==> config.mk <==
export PLATFORM = sky130hd
export DESIGN_NAME = fetch_unit_flat
export DESIGN_NICKNAME = d
export VERILOG_FILES = /design/src/rtl/fetch_unit_if.sv /design/src/rtl/fetch_unit.sv /design/src/flat_wrapper.sv
export SDC_FILE = /design/constraint.sdc
export NUM_CORES = 1
export LEC_CHECK = 0
export ABC_AREA = 1
export BUFFER_PORTS_ARGS = -buffer_cell sky130_fd_sc_hd__clkbuf_2
export CAP_MARGIN = 15
export CORE_ASPECT_RATIO = 1.5
export CORE_MARGIN = 8
export CORE_UTILIZATION = 55
export CTS_BUF_LIST = sky130_fd_sc_hd__clkbuf_8
export DETAILED_ROUTE_END_ITERATION = 10
export PLACE_DENSITY = 0.95
export RECOVER_POWER = 100
export SLEW_MARGIN = 15
export SYNTH_ARGS = -nofsm -noshare
export SYNTH_HDL_FRONTEND = slang
export SYNTH_SLANG_ARGS = --single-unit
export TNS_END_PERCENT = 1
==> constraint.sdc <==
create_clock -name clk -period 3.45 [get_ports clk]
set_input_delay 0.69 -clock clk [delete_from_list [all_inputs] [get_ports clk]]
set_output_delay 0.69 -clock clk [all_outputs]
set_load 0.02 [all_outputs]
==> src/rtl/fetch_unit_if.sv <==
// Fetch unit bus bundle: instruction-memory read port, redirect input,
// and the instruction output handshake toward the type decoder.
// master = fetch unit side, slave = memory/decoder/branch side.
interface fetch_unit_if;
  logic        mem_req;
  logic [31:0] mem_addr;
  logic        mem_rvalid;
  logic [31:0] mem_rdata;
  logic        redirect;
  logic [31:0] redirect_pc;
  logic        inst_valid;
  logic        inst_ready;
  logic [31:0] inst;
  logic [31:0] inst_pc;
  logic [6:0]  opcode;
  logic        fetch_err;

  modport master (
    output mem_req, mem_addr, inst_valid, inst, inst_pc, opcode, fetch_err,
    input  mem_rvalid, mem_rdata, redirect, redirect_pc, inst_ready
  );

  modport slave (
    input  mem_req, mem_addr, inst_valid, inst, inst_pc, opcode, fetch_err,
    output mem_rvalid, mem_rdata, redirect, redirect_pc, inst_ready
  );
endinterface

==> src/rtl/fetch_unit.sv <==
// Single-entry instruction fetch unit with one outstanding memory read.
// Optional memory-response watchdog enabled by defining FETCH_TIMEOUT_EN;
// without it WAIT/DRAIN wait indefinitely and fetch_err is tied low.
module fetch_unit #(
  parameter logic [31:0] RESET_PC       = 32'h0000_0000,
  parameter int unsigned TIMEOUT_CYCLES = 16
) (
  input logic       clk,
  input logic       rst,
  fetch_unit_if.master bus
);

`ifdef FETCH_TIMEOUT_EN
  typedef enum logic [2:0] {IDLE, REQ, WAIT, DRAIN, FULL, ERR} state_t;
  localparam int unsigned CW = $clog2(TIMEOUT_CYCLES + 1);
  logic [CW-1:0] cnt;
  logic          timeout;
`else
  typedef enum logic [2:0] {IDLE, REQ, WAIT, DRAIN, FULL} state_t;
`endif

  state_t      state, state_next;
  logic [31:0] pc, pc_next;
  logic [31:0] inst_q, inst_pc_q;
  logic [31:0] redirect_target;
  logic        load_inst;

  assign redirect_target = bus.redirect_pc & ~32'h0000_0003;

`ifdef FETCH_TIMEOUT_EN
  assign timeout = (state == WAIT || state == DRAIN) && !bus.mem_rvalid &&
                   (cnt == CW'(TIMEOUT_CYCLES - 1));
`endif

  // Next-state and next-pc selection; redirect always overrides pc
  always_comb begin
    state_next = state;
    pc_next    = pc;
    load_inst  = 1'b0;
    case (state)
      IDLE:  state_next = REQ;
      REQ:   state_next = bus.redirect ? DRAIN : WAIT;
      WAIT: begin
`ifdef FETCH_TIMEOUT_EN
        if (timeout) state_next = ERR;
        else
`endif
        if (bus.redirect) begin
          state_next = bus.mem_rvalid ? REQ : DRAIN;
        end else if (bus.mem_rvalid) begin
          state_next = FULL;
          load_inst  = 1'b1;
          pc_next    = pc + 32'd4;
        end
      end
      DRAIN: begin
`ifdef FETCH_TIMEOUT_EN
        if (timeout) state_next = ERR;
        else
`endif
        if (bus.mem_rvalid) state_next = REQ;
      end
      FULL: begin
        if (bus.redirect || bus.inst_ready) state_next = REQ;
      end
`ifdef FETCH_TIMEOUT_EN
      ERR:   state_next = ERR;
`endif
      default: state_next = IDLE;
    endcase
    if (bus.redirect) pc_next = redirect_target;
  end

  // State, pc and instruction register updates
  always_ff @(posedge clk) begin
    if (rst) begin
      state     <= IDLE;
      pc        <= RESET_PC;
      inst_q    <= '0;
      inst_pc_q <= '0;
    end else begin
      state <= state_next;
      pc    <= pc_next;
      if (load_inst) begin
        inst_q    <= bus.mem_rdata;
        inst_pc_q <= pc;
      end
    end
  end

`ifdef FETCH_TIMEOUT_EN
  // Watchdog: restart on entry to WAIT/DRAIN, count cycles without a response
  always_ff @(posedge clk) begin
    if (rst) begin
      cnt <= '0;
    end else if ((state_next == WAIT || state_next == DRAIN) && state_next != state) begin
      cnt <= '0;
    end else if ((state == WAIT || state == DRAIN) && !bus.mem_rvalid) begin
      cnt <= cnt + 1'b1;
    end
  end

  assign bus.fetch_err = (state == ERR);
`else
  assign bus.fetch_err = 1'b0;
`endif

  assign bus.mem_req    = (state == REQ);
  assign bus.mem_addr   = (state == REQ) ? pc : '0;
  assign bus.inst_valid = (state == FULL);
  assign bus.inst       = inst_q;
  assign bus.inst_pc    = inst_pc_q;
  assign bus.opcode     = inst_q[6:0];

endmodule

==> src/flat_wrapper.sv <==
// flat-port wrapper written by rule: the top's interface ports become plain ports
module fetch_unit_flat 
#(
  parameter logic [31:0] RESET_PC       = 32'h0000_0000,
  parameter int unsigned TIMEOUT_CYCLES = 16
)
  (clk, rst, bus_mem_req, bus_mem_addr, bus_inst_valid, bus_inst, bus_inst_pc, bus_opcode, bus_fetch_err, bus_mem_rvalid, bus_mem_rdata, bus_redirect, bus_redirect_pc, bus_inst_ready);
  fetch_unit_if bus_i ();
  input logic clk;
  input logic rst;
  output wire logic [$bits(bus_i.mem_req)-1:0] bus_mem_req;
  output wire logic [$bits(bus_i.mem_addr)-1:0] bus_mem_addr;
  output wire logic [$bits(bus_i.inst_valid)-1:0] bus_inst_valid;
  output wire logic [$bits(bus_i.inst)-1:0] bus_inst;
  output wire logic [$bits(bus_i.inst_pc)-1:0] bus_inst_pc;
  output wire logic [$bits(bus_i.opcode)-1:0] bus_opcode;
  output wire logic [$bits(bus_i.fetch_err)-1:0] bus_fetch_err;
  input wire logic [$bits(bus_i.mem_rvalid)-1:0] bus_mem_rvalid;
  input wire logic [$bits(bus_i.mem_rdata)-1:0] bus_mem_rdata;
  input wire logic [$bits(bus_i.redirect)-1:0] bus_redirect;
  input wire logic [$bits(bus_i.redirect_pc)-1:0] bus_redirect_pc;
  input wire logic [$bits(bus_i.inst_ready)-1:0] bus_inst_ready;
  assign bus_mem_req = bus_i.mem_req;
  assign bus_mem_addr = bus_i.mem_addr;
  assign bus_inst_valid = bus_i.inst_valid;
  assign bus_inst = bus_i.inst;
  assign bus_inst_pc = bus_i.inst_pc;
  assign bus_opcode = bus_i.opcode;
  assign bus_fetch_err = bus_i.fetch_err;
  assign bus_i.mem_rvalid = bus_mem_rvalid;
  assign bus_i.mem_rdata = bus_mem_rdata;
  assign bus_i.redirect = bus_redirect;
  assign bus_i.redirect_pc = bus_redirect_pc;
  assign bus_i.inst_ready = bus_inst_ready;
  fetch_unit #(.RESET_PC(RESET_PC), .TIMEOUT_CYCLES(TIMEOUT_CYCLES)) u_core (.clk(clk), .rst(rst), .bus(bus_i));
endmodule
Word level (Yosys, flattened, before mapping)
Index checks and enable logic that the tools add are counted. Widths: inputs -> output; s select.

Reduce and logical (&&, ||, !) cells: 8. Muxes and demuxes: 14. Equality and inequality tests: 7. Add/subtract/negate cells: 1.

Operators with widths (number): $mux 32 (4); $add 32x3->32 const B (1); $pmux 3 s5 (1); $mux 3 (4); $eq 3x2->1 const B (2); $mux 1 (4); $reduce_and 2->1 (2); $reduce_bool 2->1 (2); $eq 3x1->1 const B (1); $eq 3x3->1 const B (1); $logic_not 3->1 (1); $ne 3x3->1 const B (1); $reduce_and 3->1 (1); $mux 2 (1); $ne 2x1->1 const B (1); $ne 2x2->1 const B (1); $reduce_or 2->1 (1); $logic_or 1x1->1 (1).

Register bits after elaboration: 99. Output and inout bits: 106. Input port bits: 69. Word-level logic and storage cells: 35.

Depth between registers and ports, before layout
Depth in word-level cells: 4. Depth in mapped cells: 10. Depth with buffers taken out: 10.

Worst setup path before layout
No wires, ideal clock.

Path kind: register -> output. From: register u_core.state[0]. To: output port bus_mem_addr[10]. Cell stages (with the launch flop): 6. Data arrival time: 1.609 ns. Required time: 2.760 ns. Path slack: 1.151 ns. Path buffers: 1. Path through: dfxtp_1 -> inv_1 -> nor3_1 -> inv_1 -> clkbuf_1 -> nor2_1.

Cells in the longest elaborated chain, start to end: 2.

Ends and longest elaborated chain: start: declaration (line fetch_unit.sv:22) `state_t state, state_next;`; start signal: assignment (line fetch_unit.sv:82) `state <= state_next;`; $eq 3x1->1; net bus_mem_req (line flat_wrapper.sv:11) `output wire logic [$bits(bus_i.mem_req)-1:0] bus_mem_req;`; $mux 32 (line fetch_unit.sv:109) `assign bus.mem_addr = (state == REQ) ? pc : '0;`; end: declaration (line flat_wrapper.sv:12) `output wire logic [$bits(bus_i.mem_addr)-1:0] bus_mem_addr;`.

The timed path passes the listed nets, and every way through them passes these cells.

Worst setup path after layout
From: register u_core.state[0]. To: output port bus_mem_addr[27].

Cells in the longest elaborated chain, start to end: 2.

Ends and longest elaborated chain (line): $eq 3x1->1 (fetch_unit.sv:109); $mux 32 (fetch_unit.sv:109).

No other way between the ends.

==> summary.txt <==
Hold path
  – Hold Crit Class: reg2reg
  – Hold Path Depth: 2

Die
  – Die ar.: 11700 sq um
  – Core area: 8310 sq um
  – Die height: 129 um
  – Site row count: 41
  – Width of the die: 91 um
  – Initial Util: 55.8%
  – IO Pins: 175

Route
  – Starting DRT DRC Count: 465
  – Vias per cell: 5.34
  – Residual DRC: 0
  – Vias: 4996
  – DRT antenna net count: 0
  – Final wirelength: 14200 um
  – Routed wire per std cell: 15.2 um
  – Drt pass-1 iters: 6

Logic synthesis
  – Post-synth cell types: 29
  – Gate Count Post-Synth: 685
  – Register area share after synthesis: 41.0%
  – Area leader, netlist: dfxtp_1
  – YS warnings: 0
  – Ys async rst share: 0%
  – Post-synth top area share: 41.0%
  – Compound-cell area share of the yosys netlist: 16.3%
  – Synth Register Bits: 95
  – Simple-Gate Fraction of Synth Area: 31.6%
  – Most used DFF post-synth: dfxtp_1
  – Synth top cells by count: nor2_1, nand2_1, dfxtp_1
  – Most frequent cell after synthesis: nor2_1
  – Syn Std Cell Area: 4640 sq um
  – Largest family of logic cells by synthesized area: simple AND/OR/NAND/NOR gates
  – Mapped Avg Cell Area: 6.77 sq um
  – Mux cell area share after synthesis: 0%
  – Synth top area cells: dfxtp_1, nor2_1, nand2_1
  – Post-synth EDFFs: 0
  – Post-Synth Adder-Cell Area: 0.270%
  – XOR/XNOR Fraction of Synth Area: 0.566%

Clock network
  – CTS Hold Bufs: 0
  – Clk buf depth: 2
  – TritonCTS buffer count: 9
  – Skew-Pair Late Insertion Delay: 0.36 ns
  – Clock Sinks: 95
  – Resize count post-CTS: 0
  – Reg clk slew, reported paths: 0.09 ns
  – H-tree level count: 3
  – Setup bufs post-CTS: 0
  – Clock root cell: clkbuf_8
  – CTS tree: done

STA
  – RSZ-0062 raised after global routing: no
  – Worst-Margin Slew: 0.955 ns
  – Clk_skew: 0.00611 ns
  – Tmin final: 2.72 ns
  – Finish-stage setup viols: 0
  – F_max: 0.368 GHz
  – Final Max Slew Viols: 0
  – Final Hold Viols: 0
  – Fin Setup TNS: 0 ns
  – Crit share post-route: 78.9%
  – Slew headroom: 36.2%

Worst setup path
  – Slowest CP cell: inv_1
  – CP arrival: 2.03 ns
  – Critical Path Fanout Max: 30
  – CP peak stage delay: 0.48 ns
  – Critical path type: reg2out
  – CP top delay family: buffers and inverters
  – Crit path launch type: flop
  – Reg2reg path depth: 9
  – Worst path bufs/invs: 3
  – Cell Chain, Critical Path: inv_1, nor3_1, inv_1, nor2_1, clkbuf_1
  – CP dominant cell by count: inv_1
  – CP endpoint kind: output port
  – Critical path depth in cells: 5
  – Worst EP required: 2.76 ns

Power
  – Overall power: 2.27 mW
  – LEAKAGE: 2.06 nW
  – P per Cell Area: 419 nW/um^2
  – Worst vdd ir: 0.000411 V

Status
  – Outcome: finished, final reports clean

GRT
  – Initial antenna violation count: 0
  – Vias in the first global route: 4862
  – Overall routing resource usage: 23.6%
  – Global-route wire length before repair: 22500 um
  – Largest net degree at the start of global routing: 93
  – Total grt overflow: 0

Cells and area
  – Share of cells above drive strength 1: 12.1%
  – # diodes: 0
  – Area of the multi-input gates: 2240 sq um
  – Fin nets: 893
  – Final non-filler cell total: 935
  – Reg area: 1900 sq um
  – Filler instances: 803
  – Layout area overhead: 16.7%

Placement
  – Dpl hpwl: 10600 um
  – Port bufs: 167
  – Placer congestion estimate: 0.965
  – Dpl cells: 919

Job
  – Max_cap viols: 0
==> worst register-to-register path, cell delays in order, from the launching register on <==
cell and delay, ns:
dfxtp_1 0.40, inv_2 0.06, nand3_2 0.10, nor2_4 0.10
nor2_2 0.74, inv_1 0.45, nand3_1 0.18, nand3_1 0.09
nand2_1 0.06, inv_1 0.05
==> final timing paths <==
path,start,end,slack [ns]
worst max-delay path,u_core.state[0],bus_mem_addr[27],0.73
worst min-delay path,u_core.bus.inst[26],u_core.bus.inst[26],0.49
worst max register to register,u_core.state[2],u_core.pc[9],1.13
worst min register to register,u_core.bus.inst[26],u_core.bus.inst[26],0.49
==> placed cells by master (no fill, tap or decap), types with 2 or more instances in the layout <==
| master | n |
|---|---|
| nand2_1 | 123 |
| a211oi_2 | 9 |
| xor2_1 | 3 |
| clkbuf_2 | 66 |
| inv_1 | 52 |
| nor2_1 | 180 |
| a211oi_1 | 7 |
| a31oi_1 | 10 |
| conb_1 | 5 |
| o21ai_0 | 52 |
| nor3_1 | 6 |
| o211ai_1 | 5 |
| nand3_1 | 45 |
| clkbuf_8 | 10 |
| a21oi_1 | 36 |
| buf_4 | 3 |
| clkbuf_1 | 102 |
| and2_1 | 2 |
| nand4_1 | 2 |
| clkinv_2 | 3 |
| nor2_2 | 4 |
| dfxtp_1 | 95 |
==> final cells by class <==
type | instances | area share [%]
Inverter | 51 | 3.53
Clock inverter | 6 | 0.970
Timing Repair Buffer | 172 | 13.9
Clock buffer | 10 | 2.54
Sequential cell | 95 | 35.1
Multi-Input combinational cell | 494 | 41.4
Tap cell | 107 | 2.47
==> power breakdown <==
part	internal [mW]	leakage [nW]	switching [mW]
Clock	0.347	0.108	0.377
Combinational	0.109	1.18	0.249
Sequential	1.15	0.774	0.0440
Total	1.60	2.06	0.670
==> through the flow <==
step	utilization, %	hold slack (ns)	cell area (sq um)	worst slack (ns)
finish	65.2	0.487	5420	0.729
global route	65.2	0.505	5420	0.507
CTS	67.2	0.489	5590	0.737
detailed placement	64.9	0.472	5400	0.770
global placement	64.9	0.461	5400	0.796
floorplan	-	0.458	4660	1.15
==> metal layers <==
layer  wire length (um)  track usage (%)  share of wire (%)
met5                  0                0                  0
met4                577             13.0                4.1
met3               1050             7.23                7.4
met2               7330             42.8                 51
met1               5280             23.4                 37
==> cells by family (layout without fill, tap and decap cells) <==
kind of cell / count (synthesis) / after routing
buffers and inverters: 100 / 239
other: 1 / 5
AOI/OAI and AO/OA: 121 / 121
and+or+nand+nor: 364 / 364
xor gates and xnor gates: 3 / 3
adders and majority gates: 1 / 1
DFF: 95 / 95
==> flip-flops by register name (all words and copies together), names as in the netlist <==
| signal | cells |
|---|---|
| u_core.pc | 30 |
| u_core.state | 3 |
| u_core.bus.inst | 32 |
| u_core.bus.inst_pc | 30 |
Note: power is estimated with default switching activity, not from simulation.
